$ cat src/rtl/systolic_pkg.sv
// Shared Q8.8 fixed-point definitions for the 2x2 weight-stationary array.
package systolic_pkg;
    localparam int DATA_W = 16;
    localparam int FRAC_W = 8;

    typedef logic signed [DATA_W-1:0] fixed16_t;
endpackage

$ cat src/rtl/systolic_pe.sv
// Single weight-stationary cell: shadow/active weight pair, Q8.8 MAC, and
// one register stage for everything moving right (data/valid/switch) or down.
module systolic_pe #(
    parameter int DATA_W = systolic_pkg::DATA_W,
    parameter int FRAC_W = systolic_pkg::FRAC_W
) (
    input  logic                     i_clk,
    input  logic                     i_rst_n,
    input  logic signed [DATA_W-1:0] i_data,
    input  logic                     i_valid,
    input  logic                     i_switch,
    input  logic signed [DATA_W-1:0] i_weight,
    input  logic                     i_accept,
    input  logic signed [DATA_W-1:0] i_psum,
    output logic signed [DATA_W-1:0] o_data,
    output logic                     o_valid,
    output logic                     o_switch,
    output logic signed [DATA_W-1:0] o_weight,
    output logic                     o_accept,
    output logic signed [DATA_W-1:0] o_psum
);

    logic signed [DATA_W-1:0]   r_shadow;
    logic signed [DATA_W-1:0]   r_active;
    logic signed [DATA_W-1:0]   r_weight_out;
    logic signed [DATA_W-1:0]   r_data_out;
    logic signed [DATA_W-1:0]   r_psum_out;
    logic                       r_valid_out;
    logic                       r_switch_out;
    logic                       r_accept_out;

    logic signed [DATA_W-1:0]   w_weight_eff;
    logic signed [2*DATA_W-1:0] w_prod;
    logic signed [DATA_W-1:0]   w_prod_q;

    // Bypass lets the first vector issued with a swap already use the new weight.
    assign w_weight_eff = i_switch ? r_shadow : r_active;
    assign w_prod       = (2*DATA_W)'(i_data) * (2*DATA_W)'(w_weight_eff);
    assign w_prod_q     = DATA_W'(w_prod >>> FRAC_W);

    always_ff @(posedge i_clk or negedge i_rst_n) begin
        if (!i_rst_n) begin
            r_shadow     <= '0;
            r_active     <= '0;
            r_weight_out <= '0;
            r_data_out   <= '0;
            r_psum_out   <= '0;
            r_valid_out  <= 1'b0;
            r_switch_out <= 1'b0;
            r_accept_out <= 1'b0;
        end else begin
            r_data_out   <= i_data;
            r_valid_out  <= i_valid;
            r_switch_out <= i_switch;
            r_accept_out <= i_accept;
            if (i_accept) begin
                r_shadow     <= i_weight;
                r_weight_out <= r_shadow;
            end
            if (i_switch) begin
                r_active <= r_shadow;
            end
            r_psum_out <= i_valid ? (i_psum + w_prod_q) : '0;
        end
    end

    assign o_data   = r_data_out;
    assign o_valid  = r_valid_out;
    assign o_switch = r_switch_out;
    assign o_weight = r_weight_out;
    assign o_accept = r_accept_out;
    assign o_psum   = r_psum_out;

endmodule

$ cat src/rtl/systolic.sv
// 2x2 weight-stationary systolic array: four PEs with right-moving activations
// and down-moving weights/partial sums; row 2 runs one cycle behind row 1.
module systolic #(
    parameter int DATA_W = systolic_pkg::DATA_W,
    parameter int FRAC_W = systolic_pkg::FRAC_W
) (
    input  logic              clk,
    input  logic              rst,
    input  logic [DATA_W-1:0] sys_data_in_11,
    input  logic [DATA_W-1:0] sys_data_in_21,
    input  logic              sys_start,
    input  logic [DATA_W-1:0] sys_weight_in_11,
    input  logic [DATA_W-1:0] sys_weight_in_12,
    input  logic              sys_accept_w_1,
    input  logic              sys_accept_w_2,
    input  logic              sys_switch_in,
    output logic [DATA_W-1:0] sys_data_out_21,
    output logic [DATA_W-1:0] sys_data_out_22,
    output logic              sys_valid_out_21,
    output logic              sys_valid_out_22
);

    logic [DATA_W-1:0] w_data_11, w_weight_11, w_psum_11;
    logic              w_valid_11, w_switch_11, w_accept_11;
    logic [DATA_W-1:0] w_weight_12, w_psum_12;
    logic              w_accept_12;
    logic [DATA_W-1:0] w_data_21;
    logic              w_valid_21, w_switch_21;

    logic [DATA_W-1:0] w_unused_data_12, w_unused_weight_21;
    logic [DATA_W-1:0] w_unused_data_22, w_unused_weight_22;
    logic              w_unused_valid_12, w_unused_switch_12;
    logic              w_unused_accept_21, w_unused_switch_22, w_unused_accept_22;

    systolic_pe #(.DATA_W(DATA_W), .FRAC_W(FRAC_W)) u_pe11 (
        .i_clk    (clk),
        .i_rst_n  (rst),
        .i_data   (sys_data_in_11),
        .i_valid  (sys_start),
        .i_switch (sys_switch_in),
        .i_weight (sys_weight_in_11),
        .i_accept (sys_accept_w_1),
        .i_psum   ('0),
        .o_data   (w_data_11),
        .o_valid  (w_valid_11),
        .o_switch (w_switch_11),
        .o_weight (w_weight_11),
        .o_accept (w_accept_11),
        .o_psum   (w_psum_11)
    );

    systolic_pe #(.DATA_W(DATA_W), .FRAC_W(FRAC_W)) u_pe12 (
        .i_clk    (clk),
        .i_rst_n  (rst),
        .i_data   (w_data_11),
        .i_valid  (w_valid_11),
        .i_switch (w_switch_11),
        .i_weight (sys_weight_in_12),
        .i_accept (sys_accept_w_2),
        .i_psum   ('0),
        .o_data   (w_unused_data_12),
        .o_valid  (w_unused_valid_12),
        .o_switch (w_unused_switch_12),
        .o_weight (w_weight_12),
        .o_accept (w_accept_12),
        .o_psum   (w_psum_12)
    );

    // Row 2 reuses PE11's delayed valid/switch, giving the one-cycle row skew.
    systolic_pe #(.DATA_W(DATA_W), .FRAC_W(FRAC_W)) u_pe21 (
        .i_clk    (clk),
        .i_rst_n  (rst),
        .i_data   (sys_data_in_21),
        .i_valid  (w_valid_11),
        .i_switch (w_switch_11),
        .i_weight (w_weight_11),
        .i_accept (w_accept_11),
        .i_psum   (w_psum_11),
        .o_data   (w_data_21),
        .o_valid  (w_valid_21),
        .o_switch (w_switch_21),
        .o_weight (w_unused_weight_21),
        .o_accept (w_unused_accept_21),
        .o_psum   (sys_data_out_21)
    );

    systolic_pe #(.DATA_W(DATA_W), .FRAC_W(FRAC_W)) u_pe22 (
        .i_clk    (clk),
        .i_rst_n  (rst),
        .i_data   (w_data_21),
        .i_valid  (w_valid_21),
        .i_switch (w_switch_21),
        .i_weight (w_weight_12),
        .i_accept (w_accept_12),
        .i_psum   (w_psum_12),
        .o_data   (w_unused_data_22),
        .o_valid  (sys_valid_out_22),
        .o_switch (w_unused_switch_22),
        .o_weight (w_unused_weight_22),
        .o_accept (w_unused_accept_22),
        .o_psum   (sys_data_out_22)
    );

    assign sys_valid_out_21 = w_valid_21;

endmodule

$ cat config.mk
export PLATFORM = sky130hd
export DESIGN_NAME = systolic
export DESIGN_NICKNAME = d
export VERILOG_FILES = /design/src/rtl/systolic_pkg.sv /design/src/rtl/systolic_pe.sv /design/src/rtl/systolic.sv
export SDC_FILE = /design/constraint.sdc
export NUM_CORES = 2
export LEC_CHECK = 0
export ABC_CLOCK_PERIOD_IN_PS = 15400
export BUFFER_PORTS_ARGS = -buffer_cell sky130_fd_sc_hd__clkbuf_2
export CORE_ASPECT_RATIO = 1.25
export CORE_MARGIN = 10
export CORE_UTILIZATION = 55
export DETAILED_ROUTE_END_ITERATION = 10
export PLACE_DENSITY = 0.71
export SETUP_SLACK_MARGIN = 0.1
export SYNTH_ARGS = -nofsm -noshare
export SYNTH_HDL_FRONTEND = slang
export SYNTH_HIERARCHICAL = 1
export SYNTH_SLANG_ARGS = --single-unit
$ cat constraint.sdc
create_clock -name clk -period 15.4 [get_ports clk]
set_input_delay 3.08 -clock clk [delete_from_list [all_inputs] [get_ports clk]]
set_output_delay 3.08 -clock clk [all_outputs]
set_load 0.03 [all_outputs]
# Word-level counts from Yosys, hierarchy flattened
# Cells that the tools add are included.
classes:
  addsub: 2
  mul: 4
  div_mod_pow: 0
  n_lt_le_gt_ge: 0
  eq_ne: 0
  shifts: 0
  muxes: 8
  bitwise_logic: 0
  reduce_logical: 0
ops:
  columns: ["op", "count"]
  rows:
  - ["16-bit two-way mux", 8]
  - ["16-bit by 16-bit multiplier with 24-bit output", 4]
  - ["16-bit adder", 2]
totals:
  reg_bits: 263
  latch_bits: 0
  ramBits: 0
  romBits: 0
  in_bits: 70
  out_inout_bits: 34
  mem_count: 0

# Longest topological paths before layout
depth:
  depth_word: 4
  mapped_depth: 33

# Cells and area by module
# The synthesis kept the hierarchy.
modules_own_cells:
  columns: ["module", "n_inst", "cells_per_inst", "area_each_um2", "seq_area_each_um2"]
  rows:
  - ["systolic_pe (u_pe12 ...)", 2, 1088, 10884.2, 2077.0]
  - ["systolic_pe (u_pe11)", 1, 1096, 10860.4, 2077.0]
  - ["systolic_pe (u_pe22)", 1, 1078, 10824.1, 2077.0]
  - ["systolic", 1, 1, 3.8, 0.0]

# Worst setup path before layout
# No wires, ideal clock.
synth_timing:
  path_type: "input port to flip-flop"
  from: "in sys_data_in_21[11]"
  to: "reg u_pe21.r_psum_out[15] (netlist: u_pe21/o_psum[15])"
  setup_ps: 132
  arrival_ps: 9421
  required_time_ps: 15268
  setup_slack_ps: 5847
  cell_stages: 27
  n_path_buf: 1
  cell_sequence: "clkbuf_1 -> nand2_1 -> fa_1 -> fa_1 -> fa_1 -> inv_1 -> fa_1 -> fa_1 -> inv_1 -> fa_1 -> inv_1 -> ha_1 -> a211oi_1 -> nor2_1 -> o311a_1 -> a311o_4 -> a21oi_1 -> xnor2_1 -> ha_1 -> a21oi_1 -> o21ai_0 -> a21oi_1 -> nand2b_1 -> a31oi_1 -> xnor2_1 -> xor2_1 -> nor2_1"
synth_between:
  elab_chain_cells: 3
synth_lines:
  columns: ["item", "line", "text"]
  rows:
  - ["start: declaration", "systolic.sv:10", "input logic [DATA_W-1:0] sys_data_in_21,"]
  - ["16-bit by 16-bit multiplier with 24-bit output", "systolic_pe.sv:38", "assign w_prod = (2*DATA_W)'(i_data) * (2*DATA_W)'(w_weight_eff);"]
  - ["16-bit adder", "systolic_pe.sv:63", "r_psum_out <= i_valid ? (i_psum + w_prod_q) : '0;"]
  - ["16-bit two-way mux", "systolic_pe.sv:63", null]
  - ["end signal: assignment", "systolic_pe.sv:63", null]
  - ["end: declaration", "systolic_pe.sv:27", "logic signed [DATA_W-1:0] r_psum_out;"]
# Every way passes these cells.
# A chain may end at the register's enable or synchronous reset.

# Worst setup path after layout
layout_timing:
  from: "in sys_data_in_21[7]"
  to: "reg u_pe21.r_psum_out[15] (netlist: u_pe21/o_psum[15])"
# The elaborated chain is that of the path after synthesis.

==> summary.md <==
| Metric | Value |
|---|---|
| Total Neg Setup Slack | 0 ns |
| CTS Root Cell | clkbuf_16 |
| Worst-path maximum fanout | 17 |
| Final wirelength | 98.1 mm |
| Hold Path Class | flip-flop to flip-flop |
| Post-CTS Hold Buffers | 0 |
| Cells after synthesis | 4248 |
| Mapped Area | 41400 um^2 |
| Via Count | 28100 |
| CP max stage cell | fa_1 |
| Post-CTS Setup Bufs | 0 |
| Crit path DAT | 10.09 ns |
| Vias in the first global route | 31400 |
| DIE AREA | 86600 um^2 |
| RSZ-0062 raised after global routing | false |
| R2R depth | 29 |
| Gr usage total | 23.7% |
| Levels on crit path | 28 |
| Crit-path most repeated cell | fa_1 |
| Area delta synth->final | 5.54% |
| Avg Inst Size Synth | 9.74 um^2 |
| Fmax | 104 MHz |
| Fillers | 6501 |
| Clk pin slew, worst setup/hold paths | 0.06 ns |
| I/O Pins | 104 |
| Placer Congestion | 0.907 |
| Worst path top cell family by delay | adder cells |
| Hold Path Sink | u_pe22/r_shadow[7]$_DFFE_PN0P_ |
| Crit. End Element | flip-flop |
| Skew-Pair Late Insertion Delay | 0.59 ns |
| Die Ht | 327 um |
| Max cap viols | 0 |
| # rows | 112 |
| Half-perimeter wire length after placement | 76.8 mm |
| Worst Path Required | 15.85 ns |
| Fin. max-slew vios | 0 |
| Routed Antenna Nets | 0 |
| Final Setup Violations | 0 |
| Clock Tree Buf Depth | 3 |
| Min cycle time layout | 9.64 ns |
| WS Path Type | input port to flip-flop |
| Worst reg2reg path endpoint | u_pe22/o_psum[15]$_DFF_PN0_ |
| Initial Utilization | 55.5% |
| Slowest stage delay, CP | 0.56 ns |
| Initial antenna violation count | 1 |
| CTS tree | yes |
| Num CTS Buffers | 30 |
| Core area | 74600 um^2 |
| Run status | completed |
| Clk sink count | 263 |
| Crit start category | input port |
| Largest net degree at the start of global routing | 168 |
| DRC viols | 0 |
| Worst path bufs/invs | 5 |
| Tcrit/Tclk final | 62.6% |
| Die X | 265 um |
| Hold Path Stages | 1 |
| Hold Fails Final Rpt | 0 |
| Worst hold start | u_pe22/r_shadow[7]$_DFFE_PN0P_ |
| Antenna Cells | 0 |
| Post_cts resized | 0 |
| Layout cells sized above 1 | 8.65% |
| Wire length per cell | 18.7 um |
| R2r setup slk | 6.74 ns |
| R2r startpoint | u_pe21/o_switch$_DFF_PN0_ |
| Syn. warnings | 6 |
| TritonRoute pass-1 iters | 5 |
| Clk_skew | 0.0285 ns |
| DR iter-0 viols | 1312 |
| Slew @ Worst Pin | 0.994 ns |
| Nets@finish | 5426 |
| IO buf count | 103 |
| Slew headroom | 33.7% |
| First-pass GRT wire length | 164 mm |
| CTS H-Tree Depth | 1 |
| GRT overflow | 0 |
| Vias/cell | 5.35 |
## cell type report
type	count	area [um^2]	area share, %
repair buffers	109	583	1.34
flip-flops and latches	263	6580	15.1
multi-input cells	2857	30500	69.8
inverters	1007	3780	8.66
clock buffers	37	848	1.94
clock inverters	17	184	0.421
well taps	969	1210	2.78
## worst max-delay path by stage
stage	from	slack [ns]	endpoint
CTS	sys_data_in_21[7]	5.78	u_pe21/o_psum[15]$_DFF_PN0_
detailed placement	sys_data_in_21[7]	5.20	u_pe21/o_psum[15]$_DFF_PN0_
global placement	sys_data_in_21[7]	5.32	u_pe21/o_psum[15]$_DFF_PN0_
global route	sys_data_in_21[7]	5.33	u_pe21/o_psum[15]$_DFF_PN0_
floorplan	sys_data_in_21[11]	5.85	u_pe21/o_psum[15]$_DFF_PN0_
finish	sys_data_in_21[7]	5.76	u_pe21/o_psum[15]$_DFF_PN0_
## per-layer routing
layer  GRT usage (%)  vias to the layer above  share of wire (%)  wire length, um
met3            2.62                      262                4.4             4290
met1            28.4                    14500                 39            38100
met4            9.34                        2                4.5             4450
met2            43.1                      714                 52            51300
li1                -                    12700                  -                -
met5               0                        -             0.0082                8
## per-stage QoR
step | worst slack [ns] | util, % | cells | instance area, um^2 | hold slack (ns)
3_5_place_dp | 5.20 | 57.2 | 5205 | 42600 | 0.484
2_1_floorplan | 5.85 | - | 4281 | 41500 | 0.414
5_1_grt | 5.33 | 58.6 | 5259 | 43700 | 0.520
4_1_cts | 5.78 | 58.6 | 5259 | 43700 | 0.498
3_3_place_gp | 5.32 | 57.2 | 5205 | 42600 | 0.481
6_report | 5.76 | 58.6 | 5259 | 43700 | 0.502
## cells in the final DEF (no fill, tap or decap), drive strengths merged, types with 57 or more instances in the layout
cell    count
ha        340
mux2      152
nor2      102
dfrtp     263
and2      392
xnor2     112
a21oi      62
nand2     473
inv      1009
clkbuf    139
nor2b      57
fa        748
Power is left out: the tool's default activity adds up to more than one toggle a clock period on the data nets, which glitch-free logic cannot reach.
